[src/rtl/ttt_pkg.sv]
// Shared constants and helpers for the tic-tac-toe controller: cell, result,
// state and key encodings plus board cell access.
package ttt_pkg;

  localparam logic [1:0] CELL_EMPTY = 2'b00;
  localparam logic [1:0] CELL_X     = 2'b01;
  localparam logic [1:0] CELL_O     = 2'b10;

  localparam logic [1:0] RES_NONE = 2'b00;
  localparam logic [1:0] RES_XWIN = 2'b01;
  localparam logic [1:0] RES_OWIN = 2'b10;
  localparam logic [1:0] RES_DRAW = 2'b11;

  localparam logic [3:0] KEY_STAR  = 4'd10;
  localparam logic [3:0] KEY_HASH  = 4'd11;
  localparam logic [3:0] MAX_MOVES = 4'd9;

  typedef enum logic [1:0] {
    ST_IDLE  = 2'b00,
    ST_PLAY  = 2'b01,
    ST_CHECK = 2'b10,
    ST_DONE  = 2'b11
  } state_t;

  // Cell k (1..9) lives at bits [19-2k:18-2k], so cell 1 is the top pair.
  function automatic logic [1:0] getCell(input logic [17:0] b, input int k);
    return b[(19 - 2*k) -: 2];
  endfunction

  function automatic logic [1:0] playerCode(input logic p);
    return p ? CELL_O : CELL_X;
  endfunction

endpackage

[src/rtl/ttt_win_check.sv]
// Combinational three-in-a-row detector for a single player on the 3x3 board.
module ttt_win_check
  import ttt_pkg::*;
(
  input  logic [17:0] board,
  input  logic        player,
  output logic        win
);

  logic [1:0] w_code;
  logic [9:1] w_mine;

  always_comb begin
    w_code = playerCode(player);
    w_mine = '0;
    for (int k = 1; k <= 9; k++) begin
      w_mine[k] = (getCell(board, k) == w_code);
    end
  end

  // Rows, columns, then the two diagonals.
  assign win = (w_mine[1] & w_mine[2] & w_mine[3]) |
               (w_mine[4] & w_mine[5] & w_mine[6]) |
               (w_mine[7] & w_mine[8] & w_mine[9]) |
               (w_mine[1] & w_mine[4] & w_mine[7]) |
               (w_mine[2] & w_mine[5] & w_mine[8]) |
               (w_mine[3] & w_mine[6] & w_mine[9]) |
               (w_mine[1] & w_mine[5] & w_mine[9]) |
               (w_mine[3] & w_mine[5] & w_mine[7]);

endmodule

[src/rtl/ttt_game_ctrl.sv]
// Tic-tac-toe game controller: takes keypad moves, maintains the board and
// decides win/draw one cycle after each accepted move.
module ttt_game_ctrl
  import ttt_pkg::*;
(
  input  logic        clk,
  input  logic        rst,
  input  logic        key_valid,
  input  logic [3:0]  key_code,
  input  logic        start,
  output logic [17:0] board,
  output logic        turn_o,
  output logic [1:0]  result,
  output logic [1:0]  game_state,
  output logic        is_right,
  output logic [3:0]  move_cnt,
  output logic        illegal
);

  state_t      r_state;
  logic [17:0] r_board;
  logic        r_turn;
  logic [1:0]  r_result;
  logic [3:0]  r_cnt;
  logic        r_isRight;
  logic        r_illegal;

  state_t      w_stateNext;
  logic [17:0] w_boardNext;
  logic        w_turnNext;
  logic [1:0]  w_resultNext;
  logic [3:0]  w_cntNext;
  logic        w_isRightNext;
  logic        w_illegalNext;

  logic        w_isCell;
  logic [1:0]  w_target;
  logic [17:0] w_placed;
  logic        w_win;

  ttt_win_check u_winCheck (
    .board  (r_board),
    .player (r_turn),
    .win    (w_win)
  );

  // Occupancy of the addressed cell and the board with the mover's mark added;
  // encoding 11 counts as occupied because only 00 is accepted.
  always_comb begin
    w_isCell = (key_code >= 4'd1) && (key_code <= 4'd9);
    w_target = CELL_EMPTY;
    w_placed = r_board;
    for (int k = 1; k <= 9; k++) begin
      if (key_code == 4'(k)) begin
        w_target                 = getCell(r_board, k);
        w_placed[(19-2*k) -: 2]  = playerCode(r_turn);
      end
    end
  end

  always_comb begin
    w_stateNext   = r_state;
    w_boardNext   = r_board;
    w_turnNext    = r_turn;
    w_resultNext  = r_result;
    w_cntNext     = r_cnt;
    w_isRightNext = r_isRight;
    w_illegalNext = 1'b0;

    if (start) begin
      w_stateNext  = ST_PLAY;
      w_boardNext  = '0;
      w_turnNext   = 1'b0;
      w_resultNext = RES_NONE;
      w_cntNext    = '0;
    end else begin
      if (key_valid && key_code == KEY_STAR) w_isRightNext = 1'b0;
      if (key_valid && key_code == KEY_HASH) w_isRightNext = 1'b1;

      unique case (r_state)
        ST_PLAY: begin
          if (key_valid && w_isCell) begin
            if (w_target == CELL_EMPTY) begin
              w_boardNext = w_placed;
              w_cntNext   = (r_cnt == MAX_MOVES) ? MAX_MOVES : r_cnt + 4'd1;
              w_stateNext = ST_CHECK;
            end else begin
              w_illegalNext = 1'b1;
            end
          end
        end
        // Win takes precedence over draw so a winning ninth move is a win.
        ST_CHECK: begin
          if (w_win) begin
            w_resultNext = r_turn ? RES_OWIN : RES_XWIN;
            w_stateNext  = ST_DONE;
          end else if (r_cnt == MAX_MOVES) begin
            w_resultNext = RES_DRAW;
            w_stateNext  = ST_DONE;
          end else begin
            w_turnNext  = ~r_turn;
            w_stateNext = ST_PLAY;
          end
        end
        default: ;
      endcase
    end
  end

  always_ff @(posedge clk or posedge rst) begin
    if (rst) begin
      r_state   <= ST_IDLE;
      r_board   <= '0;
      r_turn    <= 1'b0;
      r_result  <= RES_NONE;
      r_cnt     <= '0;
      r_isRight <= 1'b0;
      r_illegal <= 1'b0;
    end else begin
      r_state   <= w_stateNext;
      r_board   <= w_boardNext;
      r_turn    <= w_turnNext;
      r_result  <= w_resultNext;
      r_cnt     <= w_cntNext;
      r_isRight <= w_isRightNext;
      r_illegal <= w_illegalNext;
    end
  end

  assign board      = r_board;
  assign turn_o     = r_turn;
  assign result     = r_result;
  assign game_state = r_state;
  assign is_right   = r_isRight;
  assign move_cnt   = r_cnt;
  assign illegal    = r_illegal;

endmodule

[config.mk]
export PLATFORM = sky130hd
export DESIGN_NAME = ttt_game_ctrl
export DESIGN_NICKNAME = d
export VERILOG_FILES = /design/src/rtl/ttt_pkg.sv /design/src/rtl/ttt_win_check.sv /design/src/rtl/ttt_game_ctrl.sv
export SDC_FILE = /design/constraint.sdc
export NUM_CORES = 1
export LEC_CHECK = 0
export CELL_PAD_IN_SITES_DETAIL_PLACEMENT = 0
export CELL_PAD_IN_SITES_GLOBAL_PLACEMENT = 1
export CORE_UTILIZATION = 30
export CTS_CLUSTER_DIAMETER = 100
export DETAILED_ROUTE_END_ITERATION = 8
export GPL_TIMING_DRIVEN = 0
export HOLD_SLACK_MARGIN = 0.08
export PLACE_DENSITY_LB_ADDON = 0.25
export SLEW_MARGIN = 15
export SYNTH_ARGS = -nofsm -noshare
export SYNTH_HDL_FRONTEND = slang
export SYNTH_SLANG_ARGS = --single-unit
[constraint.sdc]
create_clock -name clk -period 1.88 [get_ports clk]
set_input_delay 0.376 -clock clk [delete_from_list [all_inputs] [get_ports clk]]
set_output_delay 0.376 -clock clk [all_outputs]
set_load 0.01 [all_outputs]
; ---- Yosys cells after proc, flatten, opt, wreduce, memory -nomap -nowiden
; Index checks and enable logic that the tools add are counted.
[totals]
ff_bits = 29
out_inout_bits = 29
elab_cells = 153
[classes]
n_addsub = 1
magnitude_cmp = 2
n_eq_ne = 27
n_mux = 48
n_bitwise = 25
reduce_logical = 35
[op_table]
columns = operator, count
row1 = 18-bit two-way mux, 4
row2 = 2-bit two-way mux, 28
row3 = 4-bit AND reduction, 9
row4 = 2-bit nonzero test, 14
row5 = 4-bit == test (second input constant), 5
row6 = 4-bit two-way mux, 5
row7 = 2-bit == test, 9
row8 = 1-bit bitwise AND, 16
row9 = 4-bit by 3-bit == test with 1-bit output (second input constant), 4
row10 = 1-bit two-way mux, 10
row11 = 3-bit AND reduction, 3
row12 = 4-bit by 2-bit == test with 1-bit output (second input constant), 2
row13 = 1-bit OR, 7
row14 = 3-bit != test (second input constant), 2
row15 = 3-bit nonzero test, 2
row16 = 4-bit by 1-bit adder with 4-bit output (second input constant), 1
row17 = 4-bit by 1-bit == test with 1-bit output (second input constant), 1
row18 = 4-bit by 1-bit >= comparator with 1-bit output (second input constant), 1
row19 = 4-bit less-or-equal comparator (second input constant), 1
row20 = 1-bit logical AND, 4
row21 = 2-bit != test (second input constant), 2
row22 = 2-bit case mux with 2 select lines, 1
row23 = 2-bit AND reduction, 2
row24 = 2-bit by 1-bit == test with 1-bit output (second input constant), 1
row25 = other kinds (3), 4

; ---- Logic depth before layout (Yosys ltp)
[depth]
word_depth = 15
mapped_depth = 8

; ---- By module
; Synthesis repeated with hierarchy kept, for this count alone.
[hier_totals]
cells_unflattened = 190
area_unflattened_um2 = 1839.3
[modules_own_cells]
columns = module, n_inst, cells_each, area_each_um2
row1 = ttt_game_ctrl, 1, 155, 1557.7
row2 = ttt_win_check, 1, 35, 281.5

; ---- Worst setup path after synthesis
; No wires, ideal clock.
[synth_timing]
path_type = register to register
start = register r_board[0], in the netlist board[0]
end = register r_cnt[3], in the netlist move_cnt[3]
arrival_time_ns = 1.871
t_required_ns = 1.753
slack_ns = -0.118
stages_incl_launch_ff = 7
path_buffers = 0
synth_period_minus_slack_ns = 1.998
cell_sequence = dfrtp_1 > nor3b_1 > o32ai_1 > o41a_2 > a21oi_4 > nand4_1 > mux2_1
[synth_via]
elab_chain_cells = 4
[synth_lines]
columns = item, line_no
row1 = start: declaration, ttt_game_ctrl.sv:21  ; logic [17:0] r_board;
row2 = start signal: assignment, ttt_game_ctrl.sv:121  ; r_board <= w_boardNext;
row3 = 2-bit two-way mux, ttt_game_ctrl.sv:54  ; if (key_code == 4'(k)) begin
row4 = 2-bit zero test, ttt_game_ctrl.sv:83  ; if (w_target == CELL_EMPTY) begin
row5 = 2-bit nonzero test (no line), --
row6 = 3-bit AND reduction (no line), --
row7 = end signal: assignment, ttt_game_ctrl.sv:124  ; r_cnt <= w_cntNext;
row8 = end: declaration, ttt_game_ctrl.sv:24  ; logic [3:0] r_cnt;
; Every way passes these cells.
; A chain may end at the register's enable or synchronous reset.

; ---- Worst setup path after layout
[layout_timing]
start = register r_board[17], in the netlist board[17]
end = register r_cnt[3], in the netlist move_cnt[3]
[layout_via]
elab_chain_cells = 12
[layout_lines]
columns = item, line_no
row1 = 2-bit two-way mux (9 in a row), ttt_game_ctrl.sv:54
row2 = 2-bit zero test, ttt_game_ctrl.sv:83
row3 = 2-bit nonzero test (no line), --
row4 = 3-bit AND reduction (no line), --
; Every way passes these cells.

==> results.md <==
* Status: complete, but fails checks
* Violated checks: negative setup slack
* Initial drt markers at 67
* Initial core utilization at 31.5%
* Diode count at 0
* Synth cell types at 50
* Crit path cell chain: or2_4 > o2bb2ai_2 > a311o_1 > a21oi_4 > nand4_1 > mux2_4
* 1st-pass router iterations at 4
* Max Slew Vio Count at 0
* Detailed Place HPWL at 3530 um
* CTS HTree Levels at 2
* Post-synthesis net count at 208
* Clk Latency, worst-skew pair at 280 ps
* Drt wl/cell at 15.6 um
* CP Capture Type: flip-flop
* Die Width at 78.5 um
* Post-layout minimum cycle time at 2010 ps
* Post-Synth Simple-Gate Area at 28.9%
* Most numerous cell in the Yosys netlist: nor2_1
* HP Class: in2async
* Final ANT Viol Nets at 0
* Antenna violations before repair at 0
* Die area at 6160 um2
* Area contributors post-synth: dfrtp_1 41%, nor2_1 9.4%, a41oi_1 5.0%
* Vias in the first global route at 1715
* Slew HR at 60.8%
* Pin count of the biggest net entering global routing at 30
* Post-synthesis sequential area ratio at 41.3%
* Num rows at 27
* Syn Inst Count at 198
* F_max at 0.497 GHz
* Max-cap viol count at 0
* Critical path arrival at 2180 ps
* Gp weighted congestion at 0.827
* Post-synth top area share at 41.3%
* RSZ-0062 raised after global routing: true
* Total number of vias at 1743
* Setup crit start kind: flip-flop
* Clk slew on worst S/H paths at 60 ps
* Leading area contributor after synthesis: dfrtp_1
* I/O pin count at 37
* First-pass GRT wire length at 8890 um
* Residual DRC at 0
* Skew final at 2.34 ps
* Largest family of logic cells by synthesized area: simple AND/OR/NAND/NOR gates
* # nets final at 269
* CP max stage delay at 410 ps
* Delay-heaviest family, CP: compound AO/OA/AOI/OAI gates
* CTS tree: built
* Area growth from synthesis to layout at 47.6%
* CTS Sinks at 29
* Final hold vios at 0
* CP Class: reg2reg
* CTS Buf Count at 5
* Die H at 78.5 um
* WP buf/inv at 0
* Mux cell area share after synthesis at 1.85%
* VDD IR max at 0.318 mV
* Via/cell ratio at 5.25
* Total gr overflow at 0
* Synth Area in XOR/XNOR at 0%
* Post-synth ARST share at 100%
* Worst-margin pin slew at 587 ps
* Most instantiated cells after synthesis: 44 x nor2_1, 29 x dfrtp_1, 10 x a41oi_1, 10 x nand2_1, 8 x nand2b_1
* Core Region at 5570 um2
* Avg Cell Area, Syn at 8.87 um2
* Non-Filler Instances at 332
* Fillcell total at 549
* Ys Warns at 0
* Worst Setup Slack, final at -133 ps
* Crit Path Max Fanout at 5
* Post-synthesis cell area at 1760 um2
* Storage element area at 731 um2
* Period utilization at 107%
* Top_reg_cell synth: dfrtp_1
* Root Buffer: clkbuf_8
* Final Setup Violations at 21
* Power consumption at 1.47 mW
* PwrDens at 566 nW/um2
* WP data required at 2050 ps
* CTS Buffer Depth at 2
* Layout cells sized above 1 at 25.4%
* Post-Synth Adder-Cell Area at 1.43%
* Leak at 1.03 nW
* Compound-Gate Fraction of Synth Area at 21.7%
* Setup Total Neg Slack at -1100 ps
* Port bufs at 36
* Placed insts at 306
* Total routed wirelength at 5170 um
* EDFF count, synth at 0
* GRT Util Overall at 18.7%
* Yosys reg bits at 29
* Critical Path Slowest Stage Cell: dfrtp_2
* Area of the multi-input gates at 1070 um2
[stage by stage]
stage | hold slack [ps] | utilization [%] | setup slack (ps) | area [um2]
floorplan | 454 | - | -55.5 | 1790
global placement | 501 | 40.2 | -809 | 2240
detailed placement | 499 | 40.2 | -806 | 2240
CTS | 515 | 45.9 | -124 | 2560
global route | 534 | 46.5 | -216 | 2590
finish | 478 | 46.5 | -133 | 2590
[area by class of cell]
class,count,share of cell area [%]
tap,72,3.48
clock inverter,1,0.193
inverter,8,1.16
buffer,10,2.95
multi-input combinational,151,41.4
timing repair buffer,54,18.9
sequential,29,28.2
clock buffer,7,3.72
[routing by layer]
metal,vias to the layer above,track usage [%],part of all wire [%]
met5,-,0,0
li1,855,-,-
met3,5,3.02,3.9
met1,843,26.9,51
met4,0,5.00,0.93
met2,40,28.7,45
[where the power goes]
part	internal, mW	total [mW]	switching (mW)
Combinational	0.110	0.241	0.131
Sequential	0.640	0.657	0.0165
Clock	0.330	0.569	0.239
Total	1.08	1.47	0.386
[cell families after synthesis]
group | Yosys count
compound gates | 46
fa+ha+maj | 2
buf+inv | 18
flops | 29
mux | 3
simple gates | 100
[sequential cells by signal, indices dropped and copies added, names as in the netlist]
| register | cells |
|---|---|
| turn_o | 1 |
| game_state | 2 |
| is_right | 1 |
| result | 2 |
| move_cnt | 4 |
| illegal | 1 |
| board | 18 |
[layout by cell type, fill, tap and decap left out, types with 2 or more instances in the layout]
cell type / n
nor3b_2: 2
and2_1: 2
clkbuf_8: 7
a31oi_1: 6
and3_1: 3
o22ai_1: 4
a21oi_1: 5
nor3_1: 6
nand2_1: 9
or4_1: 2
a221oi_2: 2
clkdlybuf4s15_2: 2
or2_2: 2
nor2b_1: 4
buf_4: 15
nand3b_1: 2
clkdlybuf4s50_1: 32
buf_2: 3
or3b_4: 2
dfrtp_2: 4
clkbuf_1: 4
buf_6: 6
o21a_1: 2
nor4_1: 2
nand4_1: 2
inv_1: 6
dfrtp_1: 25
nor2_1: 43
o21ai_0: 2
o31a_1: 2
a41oi_1: 10
nand2b_1: 8
ha_1: 2
[path summary, 6_finish.rpt]
path / startpoint / endpoint / slack [ps] / depth (start not counted)
min in group clk: is_right$_DFFE_PP0P_ / is_right$_DFFE_PP0P_ / 510 / 1
max reg2reg: board[17]$_DFFE_PP0P_ / move_cnt[3]$_DFFE_PP0P_ / -130 / 6
max in group asynchronous: rst / board[1]$_DFFE_PP0P_ / 980 / 2
min: rst / result[1]$_DFFE_PP0P_ / 480 / 2
min reg2reg: is_right$_DFFE_PP0P_ / is_right$_DFFE_PP0P_ / 510 / 1
max: board[17]$_DFFE_PP0P_ / move_cnt[3]$_DFFE_PP0P_ / -130 / 6
[worst reg2reg max path: stages (launching register included)]
cell	delay, ps
dfrtp_2	410
or2_4	250
o2bb2ai_2	120
a311o_1	400
a21oi_4	260
nand4_1	150
mux2_4	320
[what timing repair did]
action                     CTS  global route
setup endpoints to repair   28            27
resized for setup           28             5
cloned                       2             0
pin swaps                   11             6
setup buffers               15             1
hold buffers                 0             0
Power figures use the tool's default switching activity.
